$ cat src/rtl/pilot_cond_pkg.sv
// Shared constants and helpers for the pilot input conditioner.
// Optional glitch statistics are enabled with PILOT_COND_GLITCH_CNT_EN.
package pilot_cond_pkg;

  localparam int unsigned PILOT_N_IN        = 27;
  localparam int unsigned PILOT_SYNC_STAGES = 2;
  localparam int unsigned PILOT_DEB_CYCLES  = 4;
  localparam int unsigned GLITCH_W          = 8;

  // Ceiling log2; clog2(1) is 0.
  function automatic int unsigned clog2(input int unsigned value);
    int unsigned r;
    r = 0;
    for (int unsigned i = 0; i < 32; i++) begin
      if ((64'd1 << i) < 64'(value)) r = i + 1;
    end
    return r;
  endfunction

endpackage

$ cat src/rtl/pilot_debounce_bit.sv
// One input bit: synchronizer chain followed by a persistence debouncer.
// The glitch flag exists only when PILOT_COND_GLITCH_CNT_EN is defined.
module pilot_debounce_bit
  import pilot_cond_pkg::*;
#(
  parameter int unsigned SYNC_STAGES = PILOT_SYNC_STAGES,
  parameter int unsigned DEB_CYCLES  = PILOT_DEB_CYCLES
) (
  input  logic clk,
  input  logic rst,
  input  logic en,
  input  logic x_raw,
  output logic cond,
  output logic settled_c,
`ifdef PILOT_COND_GLITCH_CNT_EN
  output logic glitch_c,
`endif
  output logic flip_c
);

  localparam int unsigned CNT_W = clog2(DEB_CYCLES) + 1;
  localparam logic [CNT_W-1:0] CNT_MAX = CNT_W'(DEB_CYCLES - 1);

  logic [SYNC_STAGES-1:0] sync_q;
  logic                   syn;
  logic [CNT_W-1:0]       cnt_q;
  logic [CNT_W-1:0]       cnt_d;
  logic                   cond_d;
  logic                   rejected;

  assign syn = sync_q[SYNC_STAGES-1];

  // Synchronizer shifts every cycle, independent of en.
  always_ff @(posedge clk or posedge rst) begin
    if (rst) sync_q <= '0;
    else     sync_q <= {sync_q[SYNC_STAGES-2:0], x_raw};
  end

  // Debounce next-state: restart on agreement, accept after DEB_CYCLES of disagreement.
  always_comb begin
    cnt_d    = cnt_q;
    cond_d   = cond;
    rejected = 1'b0;
    flip_c   = 1'b0;
    if (!en) begin
      cnt_d = '0;
    end else if (syn == cond) begin
      cnt_d    = '0;
      rejected = (cnt_q != '0);
    end else if (cnt_q == CNT_MAX) begin
      cnt_d  = '0;
      cond_d = syn;
      flip_c = 1'b1;
    end else begin
      cnt_d = cnt_q + CNT_W'(1);
    end
  end

  // Debounce state registers.
  always_ff @(posedge clk or posedge rst) begin
    if (rst) begin
      cnt_q <= '0;
      cond  <= 1'b0;
    end else begin
      cnt_q <= cnt_d;
      cond  <= cond_d;
    end
  end

  assign settled_c = (syn == cond) && (cnt_q == '0);

`ifdef PILOT_COND_GLITCH_CNT_EN
  assign glitch_c = rejected;
`endif

endmodule

$ cat src/rtl/pilot_input_conditioner.sv
// Synchronizes and debounces the raw x1..x27 bundle for the pilot FSM.
// Define PILOT_COND_GLITCH_CNT_EN to add glitch_cnt / clr_stats.
module pilot_input_conditioner
  import pilot_cond_pkg::*;
#(
  parameter int unsigned N_IN        = PILOT_N_IN,
  parameter int unsigned SYNC_STAGES = PILOT_SYNC_STAGES,
  parameter int unsigned DEB_CYCLES  = PILOT_DEB_CYCLES
) (
  input  logic            clk,
  input  logic            rst,
  input  logic            en,
  input  logic [N_IN-1:0] x_raw,
  output logic [N_IN-1:0] x_cond,
  output logic            x_changed,
  output logic            stable
`ifdef PILOT_COND_GLITCH_CNT_EN
  ,
  output logic [GLITCH_W-1:0] glitch_cnt,
  input  logic                clr_stats
`endif
);

  logic [N_IN-1:0] settled;
  logic [N_IN-1:0] flip;
`ifdef PILOT_COND_GLITCH_CNT_EN
  logic [N_IN-1:0] glitch;
`endif

  // One conditioning slice per input bit.
  for (genvar i = 0; i < N_IN; i++) begin : g_bit
    pilot_debounce_bit #(
      .SYNC_STAGES (SYNC_STAGES),
      .DEB_CYCLES  (DEB_CYCLES)
    ) u_bit (
      .clk       (clk),
      .rst       (rst),
      .en        (en),
      .x_raw     (x_raw[i]),
      .cond      (x_cond[i]),
      .settled_c (settled[i]),
`ifdef PILOT_COND_GLITCH_CNT_EN
      .glitch_c  (glitch[i]),
`endif
      .flip_c    (flip[i])
    );
  end

  // Change pulse coincides with the x_cond update; stable reflects all bits idle.
  always_ff @(posedge clk or posedge rst) begin
    if (rst) begin
      x_changed <= 1'b0;
      stable    <= 1'b0;
    end else begin
      x_changed <= |flip;
      stable    <= &settled;
    end
  end

`ifdef PILOT_COND_GLITCH_CNT_EN
  // Saturating per-edge glitch count; clear has priority.
  always_ff @(posedge clk or posedge rst) begin
    if (rst) begin
      glitch_cnt <= '0;
    end else if (clr_stats) begin
      glitch_cnt <= '0;
    end else if ((|glitch) && (glitch_cnt != {GLITCH_W{1'b1}})) begin
      glitch_cnt <= glitch_cnt + GLITCH_W'(1);
    end
  end
`endif

endmodule

$ cat config.mk
export PLATFORM = sky130hd
export DESIGN_NAME = pilot_input_conditioner
export DESIGN_NICKNAME = d
export VERILOG_FILES = /design/src/rtl/pilot_cond_pkg.sv /design/src/rtl/pilot_debounce_bit.sv /design/src/rtl/pilot_input_conditioner.sv
export SDC_FILE = /design/constraint.sdc
export NUM_CORES = 1
export LEC_CHECK = 0
export CORE_AREA = 5 5 226 140
export CTS_CLUSTER_SIZE = 12
export DETAILED_ROUTE_END_ITERATION = 8
export DIE_AREA = 0 0 231 145
export GPL_ROUTABILITY_DRIVEN = 0
export PLACE_DENSITY = 0.43
export SETUP_SLACK_MARGIN = 0.4
export SYNTH_ARGS = -nofsm -noshare
export SYNTH_HDL_FRONTEND = slang
export SYNTH_SLANG_ARGS = --single-unit
$ cat constraint.sdc
create_clock -name clk -period 10.8 [get_ports clk]
set_input_delay 2.7 -clock clk [delete_from_list [all_inputs] [get_ports clk]]
set_output_delay 2.7 -clock clk [all_outputs]
set_load 0.05 [all_outputs]
; Word-level counts from Yosys, hierarchy flattened
; Index checks and enable logic that the tools add are counted.
[classes]
reduce_logical = 83
muxes = 162
n_mul = 0
add_sub_neg = 27
magnitude_cmp = 0
n_eq_ne = 54
bitwise = 27
div_mod_pow = 0
shifts = 0
[ops]
columns = op, count
row1 = $mux 3, 81
row2 = $add 3x1->3 const B, 27
row3 = $eq 3x2->1 const B, 27
row4 = $logic_not 3->1, 27
row5 = $mux 1, 81
row6 = $reduce_and 3->1, 27
row7 = $eq 1x1->1, 27
row8 = $logic_and 1x1->1, 27
row9 = $not 1->1, 27
row10 = $reduce_and 27->1, 1
row11 = $reduce_or 27->1, 1
[totals]
rom_bits = 0
latchBits = 0
ram_bits = 0
n_memories = 0
regBits = 164

; Depth between registers and ports, before layout
; Gate-level depths: netlist of the first run.
[depth]
ltp_word = 5
depth_mapped = 7
depth_no_buf = 7

; By module
; From an unflattened synthesis of the first run, not the netlist that was laid out.
[unflattened]
cells_unflattened = 561
hier_area_um2 = 7561.0
[modules_own_cells]
columns = mod, n_inst, cells_per_inst, seq_area_each_um2, area_each_um2
row1 = pilot_debounce_bit (g_bit[0].u_bit ...), 26, 20, 150.1, 274.0
row2 = pilot_debounce_bit (g_bit[6].u_bit), 1, 20, 150.1, 262.8
row3 = pilot_input_conditioner, 1, 21, 50.0, 173.9

; Least setup slack after synthesis of the first run
; OpenSTA, ideal clock, no wires.
[synth_timing]
path_type = input -> register
start = input port en
end = register g_bit[0].u_bit.cond
setup_ps = 127
t_arrival_ps = 3702
cell_stages = 5
slack_ps = 6971
t_required_ps = 10673
path_buffers = 3
cell_sequence = clkbuf_1 buf_2 buf_2 nand3b_1 mux2_1
[synth_between]
elab_chain_cells = 1
[synth_rtl]
columns = element, line
row1 = from (decl), pilot_input_conditioner.sv:12  ; input logic en,
row2 = $reduce_and 3->1 (no source line), --
row3 = to (signal assigned), pilot_debounce_bit.sv:66  ; cond <= cond_d;
row4 = to (decl), pilot_debounce_bit.sv:13  ; output logic cond,
; No other way between the ends.
; A chain may end at the register's enable or synchronous reset.

; Final worst setup path of the first run
[layout_timing]
start = register g_bit[17].u_bit.cond
end = output port x_cond[17]
[layout_rtl]
columns = element, line
row1 = from (decl), pilot_debounce_bit.sv:13
row2 = from (signal assigned), pilot_debounce_bit.sv:66
row3 = to (decl), pilot_input_conditioner.sv:14  ; output logic [N_IN-1:0] x_cond,
; No word-level cell between the ends.

==> flow_metrics.py, run 1 <==
metrics = {
    "min_path": {
        "whs_path_depth": 0,
        "whs_endpoint": "g_bit[24].u_bit.sync_q[1]",
        "min_path_type": "reg2reg",
        "min_from": "g_bit[24].u_bit.sync_q[0]",
    },
    "global_routing": {
        "grt_max_degree": 90,
        "grt_pass1_vias": 4576,
        "antenna_found_initial": 0,
        "track_usage_pct": 10.2,
        "grt_pass1_wl_microns": 26100,
        "grt_overflow_total": 0,
    },
    "critical_path": {
        "timing.rr.start": "g_bit[17].u_bit.cond",
        "path_cells": "clkdlybuf4s50_1",
        "crit_family": "buffers and inverters",
        "crit_path_max_fanout": 3,
        "critPathRequiredTime_ns": 8.10,
        "crit_type": "reg2out",
        "cp_data_arrival_time_ns": 1.76,
        "critPathLaunchType": "flip-flop",
        "endpoint_kind": "primary output",
        "r2r_slack_ns": 8.87,
        "worst-r2r-cell-count": 5,
        "cpMaxStageDelayCell": "clkdlybuf4s50_1",
        "path_buf_inv": 1,
        "slowest_delay_ns": 0.85,
        "reg2reg_to": "stable",
    },
    "routing": {
        "drtPass1Iterations": 5,
        "num_vias": 4262,
        "ant_nets": 0,
        "drc_errors": 0,
        "routedWlPerCell_microns": 15.4,
        "drt_iter0_drc": 323,
        "via_per_inst": 4.08,
        "wirelength_microns": 16100,
    },
    "synthesis": {
        "avgSynthCellArea_sq_um": 11.9,
        "synth-seq-cells": 164,
        "ys_warn_count": 0,
        "synth-main-ff-cell": "dfrtp_1",
        "syn_nets": 692,
        "syn_area_sq_mm": 0.00722,
        "yosysUniqueCellTypes": 32,
        "synth-async-reset-ratio_pct": 100,
        "synth_edf_count": 0,
        "syn_inst": 608,
        "synth_seq_area_share_pct": 56.8,
    },
    "pwr": {
        "p_leak_nw": 4.04,
        "p_total_mw": 1.64,
        "peakVddDrop_v": 0.0000975,
        "p_per_area_mw_per_mm2": 191,
    },
    "sta": {
        "worst_pin_slew_ns": 1.02,
        "finalSetupViolCount": 0,
        "slew_headroom_pct": 31.8,
        "skew_ns": 0.00555,
        "rsz0062_at_grt": "false",
        "fmax_mhz": 224,
        "finalMaxSlewViolations": 0,
        "setup-tns-final_ns": 0,
        "hold_viol_final": 0,
        "fin_crit_sh_pct": 41.3,
        "min_period_ns": 4.46,
    },
    "floorplanning": {
        "coreArea_sq_mm": 0.0294,
        "die_height_microns": 145,
        "ios": 59,
        "row_count": 49,
        "start_util_pct": 24.5,
        "die_area_sq_mm": 0.0335,
        "die_w_microns": 231,
    },
    "cts": {
        "cts_sinks": 164,
        "cts_resized": 0,
        "cts_tree": "done",
        "cts_buffers": 17,
        "htree_levels": 4,
        "cts_buffer_depth": 2,
        "postCtsSetupRepairBufs": 0,
        "clkSlewWorstSetupHoldPaths_ns": 0.06,
        "clockRootBuffer": "clkbuf_16",
        "worstSkewPairLatency_ns": 0.44,
        "cts_hold_buf": 0,
    },
    "cells_and_area": {
        "regArea_sq_mm": 0.00410,
        "most-common-layout-cells": "dfrtp_1 (164), inv_1 (70), clkdlybuf4s50_1 (57), ha_1 (54), nor2_1 (34)",
        "n_antenna_cell": 0,
        "fin_nets": 734,
        "multi_input_area_sq_mm": 0.00261,
        "fillCellCount": 3003,
        "final_common_cell": "dfrtp_1",
        "drive_above_1_share_pct": 7.10,
        "area_delta_synth_final_pct": 19.4,
    },
    "placed_design": {
        "port_buffers": 58,
        "place_hpwl_microns": 11800,
    },
    "run": {
        "timing.max_cap.violations": 0,
    },
    "status": {
        "outcome": "finished, final reports clean",
    },
}
-- sequential cells by signal (all words and copies together), names as in the netlist --
signal and count:
stable 1, x_changed 1, g_bit.u_bit.sync_q 54, g_bit.u_bit.cond 27, g_bit.u_bit.cnt_q 81
-- power by group --
part           leakage [nW]  switching, mW  internal, mW
Clock                 0.273          0.244         0.345
Sequential             2.12         0.0467         0.675
Combinational          1.64          0.215         0.118
Total                  4.04          0.506          1.14
-- area by class of cell --
class,count,area share (%)
sequential,164,47.6
clock buffer,23,5.77
inverter,71,3.15
timing repair buffer,60,6.85
multi-input combinational,336,30.2
clock inverter,8,0.871
tap,382,5.54
-- cell families after synthesis --
| group | count (synthesis) | share of synthesized area [%] |
|---|---|---|
| buf+inv | 108 | 7.10 |
| compound gates | 1 | 0.121 |
| fa+ha+maj | 54 | 9.35 |
| flops | 164 | 56.8 |
| simple gates | 227 | 19.1 |
| xor+xnor | 27 | 3.27 |
| mux | 27 | 4.21 |
-- cells in the mapped netlist, drive strengths merged (5+ instances only) --
| cell | number | area share [%] |
|---|---|---|
| dfrtp | 164 | 57 |
| inv | 71 | 3.7 |
| ha | 54 | 9.4 |
| nor2 | 34 | 1.8 |
| nand2b | 33 | 2.9 |
| buf | 32 | 3.2 |
| mux2 | 27 | 4.2 |
| xor2 | 26 | 3.2 |
| nand3 | 23 | 1.6 |
| nand2 | 21 | 1.1 |
| nand3b | 18 | 1.9 |
| and4b | 16 | 2.2 |
| and3 | 15 | 1.3 |
| nor3 | 13 | 0.97 |
| nor2b | 12 | 1.1 |
| nor3b | 11 | 1.1 |
| nor4 | 11 | 1.0 |
| nand4 | 8 | 0.69 |
| clkbuf | 5 | 0.26 |
-- layer usage --
layer	wire [microns]	vias up	global-route usage (%)	share of wire, %
li1	-	2075	-	-
met1	8700	2116	15.3	54
met2	6520	54	13.8	40
met3	692	17	2.85	4.3
met4	193	0	3.83	1.2
met5	0	-	0	0
-- per-stage QoR --
| stage | utilization, % | std cells | worst slack [ns] | hold slack (ns) | cell area, sq um |
|---|---|---|---|---|---|
| after detailed placement | 27.4 | 1013 | 5.86 | 0.335 | 8050 |
| after global routing | 29.3 | 1044 | 6.04 | 0.352 | 8620 |
| after global placement | 27.4 | 1013 | 5.95 | 0.334 | 8050 |
| after floorplan | - | 608 | 3.67 | 0.331 | 7220 |
| final | 29.3 | 1044 | 6.34 | 0.346 | 8620 |
| after CTS | 29.3 | 1044 | 6.31 | 0.349 | 8620 |
-- worst max-delay path by stage --
stage	depth (start not counted)	end	from	slack, ns
2_1_floorplan	1	g_bit[0].u_bit.cnt_q[0]	rst	3.67
3_3_place_gp	3	g_bit[12].u_bit.sync_q[0]	rst	5.95
3_5_place_dp	3	g_bit[11].u_bit.cond	rst	5.86
4_1_cts	1	x_cond[17]	g_bit[17].u_bit.cond	6.31
5_1_grt	3	g_bit[10].u_bit.cnt_q[2]	rst	6.04
6_report	1	x_cond[17]	g_bit[17].u_bit.cond	6.34
Note: power is estimated with default switching activity, not from simulation.
==> inputs of run 2 (changes only) <==
- clock period: 10.8 -> 4.18 ns (I/O delays scaled with it)
==> run 2 against run 1 <==
Effect of this change: worst hold slack about the same; design area increased by 0.64%; count of clock-buffer cells in the layout unchanged; die area unchanged; sequential share of layout area decreased by 0.30 points; combinational power increased to 2.6 times the previous value; core utilization increased by 0.19 points; register-to-register slack got worse by 6.5 ns; wire length increased by 4.0%; clock power increased to 2.6 times the previous value; largest cell class unchanged; largest power group unchanged.
==> flow_metrics.py, run 2 (synthesis results as in run 1) <==
metrics = {
    "sta": {
        "rsz0062_at_grt": "false",
        "slew_headroom_pct": 45.8,
        "hold_viol_final": 0,
        "whs_ns": 0.346,
        "fmax_mhz": 357,
        "setup-tns-final_ns": 0,
        "finalMaxSlewViolations": 0,
        "skew_ns": 0.00615,
        "fin_crit_sh_pct": 67.0,
        "finalSetupViolCount": 0,
        "worst_pin_slew_ns": 0.813,
        "min_period_ns": 2.80,
    },
    "cells_and_area": {
        "drive_above_1_share_pct": 7.35,
        "fillCellCount": 3011,
        "top_regs": "g_bit.u_bit.cnt_q: 81 flops, g_bit.u_bit.sync_q: 54 flops, g_bit.u_bit.cond: 27 flops",
        "fin_nets": 738,
        "most-common-layout-cells": "dfrtp_1 (164), inv_1 (70), clkdlybuf4s50_1 (57), ha_1 (54), nor2_1 (34)",
        "postLayoutCoreUtil_pct": 29.5,
        "regMostFlops": "g_bit.u_bit.cnt_q",
        "final_common_cell": "dfrtp_1",
        "area_delta_synth_final_pct": 20.1,
        "fin_area_sq_mm": 0.00868,
        "largest_reg_flops": 81,
    },
    "critical_path": {
        "worst-r2r-cell-count": 5,
        "timing.rr.start": "g_bit[19].u_bit.cond",
        "cp_data_arrival_time_ns": 1.76,
        "crit_type": "reg2out",
        "slowest_delay_ns": 0.85,
        "path_buf_inv": 1,
        "endpoint_kind": "primary output",
        "crit_path_max_fanout": 3,
        "reg2reg_to": "stable",
        "cpMaxStageDelayCell": "clkdlybuf4s50_1",
        "critPathRequiredTime_ns": 3.13,
        "r2r_slack_ns": 2.32,
        "path_cells": "clkdlybuf4s50_1",
        "critPathLaunchType": "flip-flop",
        "crit_family": "buffers and inverters",
    },
    "routing": {
        "drc_errors": 0,
        "drt_iter0_drc": 276,
        "num_vias": 4384,
        "ant_nets": 0,
        "via_per_inst": 4.18,
        "drtPass1Iterations": 4,
        "wirelength_microns": 16700,
        "routedWlPerCell_microns": 15.9,
    },
    "pwr": {
        "seqPwrFrac_pct": 43.7,
        "p_int_mw": 2.96,
        "power_frac_clock_pct": 35.9,
        "swShare_pct": 30.9,
        "switching_power_mw": 1.32,
        "p_leak_nw": 4.07,
        "peakVddDrop_v": 0.000277,
        "p_comb_share_pct": 20.3,
        "p_per_area_mw_per_mm2": 494,
    },
    "cts": {
        "cts_tree": "done",
        "htree_levels": 4,
        "cts_resized": 0,
        "cts_buffers": 17,
        "cts_buffer_depth": 2,
        "worstSkewPairLatency_ns": 0.44,
        "clkSlewWorstSetupHoldPaths_ns": 0.06,
        "cts_hold_buf": 0,
        "cts_sinks": 164,
        "postCtsSetupRepairBufs": 0,
        "clockRootBuffer": "clkbuf_16",
    },
    "placed_design": {
        "post_dp_cell_area_sq_mm": 0.00810,
        "place_hpwl_microns": 12600,
        "port_buffers": 58,
    },
    "global_routing": {
        "grt_max_degree": 57,
        "grt_overflow_total": 0,
        "antenna_found_initial": 0,
        "track_usage_pct": 10.5,
        "grt_pass1_wl_microns": 26800,
        "grt_pass1_vias": 4748,
    },
    "min_path": {
        "whs_endpoint": "g_bit[20].u_bit.sync_q[1]",
        "whs_path_depth": 0,
        "min_from": "g_bit[20].u_bit.sync_q[0]",
        "min_path_type": "reg2reg",
    },
    "floorplanning": {
        "die_height_microns": 145,
        "coreArea_sq_mm": 0.0294,
        "ios": 59,
        "row_count": 49,
        "die_area_sq_mm": 0.0335,
        "die_w_microns": 231,
        "start_util_pct": 24.5,
    },
    "run": {
        "timing.max_cap.violations": 0,
    },
    "status": {
        "outcome": "finished, final reports clean",
    },
}
run 2: cell types whose count changed in the layout (fill, tap and decap cells not counted), moves of 2 or more:
cell / before / now
buf_4: 2 / 4
clkbuf_1: 1 / 4
buf_12: 0 / 2
clkbuf_8: 5 / 2
run 2: area by class of cell:
type | count | area [sq um] | area share [%]
Clock inverter | 9 | 104 | 1.20
Antenna cell | 1 | 2.50 | 0.0288
Clock buffer | 23 | 468 | 5.39
Multi-Input combinational cell | 336 | 2610 | 30.0
Inverter | 71 | 270 | 3.11
Tap cell | 382 | 478 | 5.51
Sequential cell | 164 | 4100 | 47.3
Timing Repair Buffer | 64 | 646 | 7.44
run 2: worst max-delay path by stage:
stage                                         end  slack (ns)  depth (start not counted)                 start
final                                  x_cond[15]        1.38                          1  g_bit[15].u_bit.cond
after global routing                   x_cond[15]        1.26                          1  g_bit[15].u_bit.cond
after CTS                              x_cond[15]        1.32                          1  g_bit[15].u_bit.cond
after detailed placement                x_changed        1.46                          5                    en
after global placement                  x_changed        1.49                          5                    en
after floorplan           g_bit[0].u_bit.cnt_q[0]        1.05                          1                   rst
run 2: routing by layer:
layer / global-route usage [%] / vias up / wire length, microns
met5: 0 / - / 0
met4: 3.15 / 0 / 221
met3: 4.24 / 15 / 1110
met2: 14.2 / 79 / 6730
met1: 15.5 / 2199 / 8690
li1: - / 2091 / -
run 2: power by group through the flow:
| stage | registers (mW) | logic [mW] | clock network (mW) |
|---|---|---|---|
| 2_1_floorplan | 1.87 | 0.648 | 0 |
| 3_3_place_gp | 1.90 | 0.875 | 0 |
| 3_5_place_dp | 1.91 | 0.886 | 0 |
| 4_1_cts | 1.88 | 0.892 | 1.60 |
| 5_1_grt | 1.90 | 0.970 | 1.67 |
| 6_report | 1.87 | 0.871 | 1.54 |
run 2: metrics by stage:
step,instances,total power [mW],setup WS [ns]
after floorplan,608,2.52,1.05
after global placement,1017,2.77,1.49
after detailed placement,1017,2.79,1.46
after CTS,1049,4.37,1.32
after global routing,1049,4.53,1.26
final,1050,4.29,1.38
==> inputs of run 3 (changes only) <==
- clock period: 4.18 -> 2.7 ns (I/O delays scaled with it)
==> run 3 against run 2 <==
Effect of this change: sequential cell count unchanged; global-route usage decreased by 0.088 points; critical path type unchanged; die area unchanged; design area increased by 0.89%; sequential power increased by 55%; critical endpoint is now stable; cell count increased by 0.29%; setup slack got worse by 0.92 ns; first-iteration DRC count decreased by 6.2%; highest routed layer unchanged; via count increased by 0.21%.
==> flow_metrics.py, run 3 (synthesis results as in run 1) <==
metrics = {
    "global_routing": {
        "grt_pass1_wl_microns": 26700,
        "use_met3_pct": 2.99,
        "grtUsageMet1_pct": 15.6,
        "met2_usage_pct": 13.9,
        "track_usage_pct": 10.5,
        "grt_overflow_total": 0,
        "grt_max_degree": 48,
        "grt_busiest_layer": "met1",
        "antenna_found_initial": 0,
        "grt_pass1_vias": 4745,
    },
    "cells_and_area": {
        "area_delta_synth_final_pct": 21.2,
        "fin_nets": 741,
        "final_common_cell": "dfrtp_1",
        "drive_above_1_share_pct": 8.21,
        "largest_reg_flops": 81,
        "most-common-layout-cells": "dfrtp_1 (164), inv_1 (70), ha_1 (54), nor2_1 (34), nand2b_1 (33)",
        "fillCellCount": 2987,
        "regMostFlops": "g_bit.u_bit.cnt_q",
        "top_regs": "g_bit.u_bit.cnt_q: 81 flops, g_bit.u_bit.sync_q: 54 flops, g_bit.u_bit.cond: 27 flops",
    },
    "floorplanning": {
        "die_height_microns": 145,
        "die_area_sq_mm": 0.0335,
        "start_util_pct": 24.5,
        "die_w_microns": 231,
        "coreArea_sq_mm": 0.0294,
        "row_count": 49,
        "ios": 59,
    },
    "routing": {
        "drtPass1Iterations": 4,
        "num_vias": 4393,
        "routedWlPerCell_microns": 15.9,
        "via_per_inst": 4.17,
        "drt_iter0_drc": 259,
        "ant_nets": 0,
        "drc_errors": 0,
        "wirelength_microns": 16700,
    },
    "cts": {
        "cts_sinks": 164,
        "postCtsSetupRepairBufs": 0,
        "worstSkewPairLatency_ns": 0.44,
        "cts_hold_buf": 0,
        "cts_buffers": 17,
        "cts_resized": 28,
        "clockRootBuffer": "clkbuf_16",
        "cts_buffer_depth": 2,
        "clkSlewWorstSetupHoldPaths_ns": 0.06,
        "htree_levels": 4,
        "cts_tree": "done",
    },
    "critical_path": {
        "slowest_delay_ns": 0.79,
        "critPathRequiredTime_ns": 2.03,
        "cp_data_arrival_time_ns": 1.56,
        "path_cells": "clkdlybuf4s50_1",
        "crit_path_max_fanout": 1,
        "crit_type": "reg2out",
        "critPathLaunchType": "flip-flop",
        "endpoint_kind": "primary output",
        "crit_family": "buffers and inverters",
        "path_buf_inv": 1,
        "cpMaxStageDelayCell": "clkdlybuf4s50_1",
    },
    "sta": {
        "min_period_ns": 2.24,
        "slew_headroom_pct": 57.7,
        "finalSetupViolCount": 0,
        "finalMaxSlewViolations": 0,
        "worst_pin_slew_ns": 0.629,
        "skew_ns": 0.00946,
        "worst_slack_ns": 0.461,
        "hold_viol_final": 0,
        "whs_ns": 0.348,
        "fin_crit_sh_pct": 82.9,
        "fmax_mhz": 447,
        "rsz0062_at_grt": "false",
    },
    "placed_design": {
        "port_buffers": 58,
        "dp_slack_ns": 0.506,
        "place_hpwl_microns": 12700,
    },
    "pwr": {
        "p_leak_nw": 4.23,
        "p_per_area_mw_per_mm2": 768,
        "peakVddDrop_v": 0.000434,
    },
    "status": {
        "outcome": "finished, final reports clean",
    },
    "run": {
        "timing.max_cap.violations": 0,
    },
    "min_path": {
        "min_path_type": "reg2reg",
    },
}
## run 3: layout make-up
cell class | instances | area [sq um] | area share [%]
Clock inverter | 12 | 155 | 1.77
Tap cell | 382 | 478 | 5.46
Inverter | 71 | 270 | 3.09
Antenna cell | 1 | 2.50 | 0.0286
Multi-Input combinational cell | 336 | 2610 | 29.8
Clock buffer | 20 | 457 | 5.22
Sequential cell | 164 | 4100 | 46.9
Timing Repair Buffer | 67 | 683 | 7.80
## run 3: where the power goes
part	switching, mW	internal (mW)
clock	1.02	1.50
combinational	0.876	0.431
sequential	0.194	2.70
total	2.09	4.63
## run 3: through the flow
step,instance area [sq um],util [%],power (mW),cells,setup TNS (ns)
2_1_floorplan,7230,-,3.90,608,-9.81
3_3_place_gp,8180,27.8,4.31,1020,0
3_5_place_dp,8180,27.8,4.34,1020,0
4_1_cts,8750,29.7,6.84,1052,0
5_1_grt,8750,29.7,7.08,1052,0
6_report,8760,29.8,6.72,1053,0
## run 3: worst paths after layout
path	from	to	slack, ns	depth (start not counted)
min	g_bit[4].u_bit.sync_q[0]	g_bit[4].u_bit.sync_q[1]	0.35	0
min in group asynchronous	rst	g_bit[22].u_bit.sync_q[1]	0.65	2
min reg2reg	g_bit[4].u_bit.sync_q[0]	g_bit[4].u_bit.sync_q[1]	0.35	0
max in group asynchronous	rst	g_bit[12].u_bit.sync_q[1]	1.42	3
max reg2reg	g_bit[20].u_bit.cnt_q[0]	stable	0.66	6
max	stable	stable	0.46	1
## run 3: per-layer routing
layer	vias up	wire (microns)
met2	76	6640
li1	2086	-
met3	24	659
met5	-	0
met1	2207	9010
met4	0	395
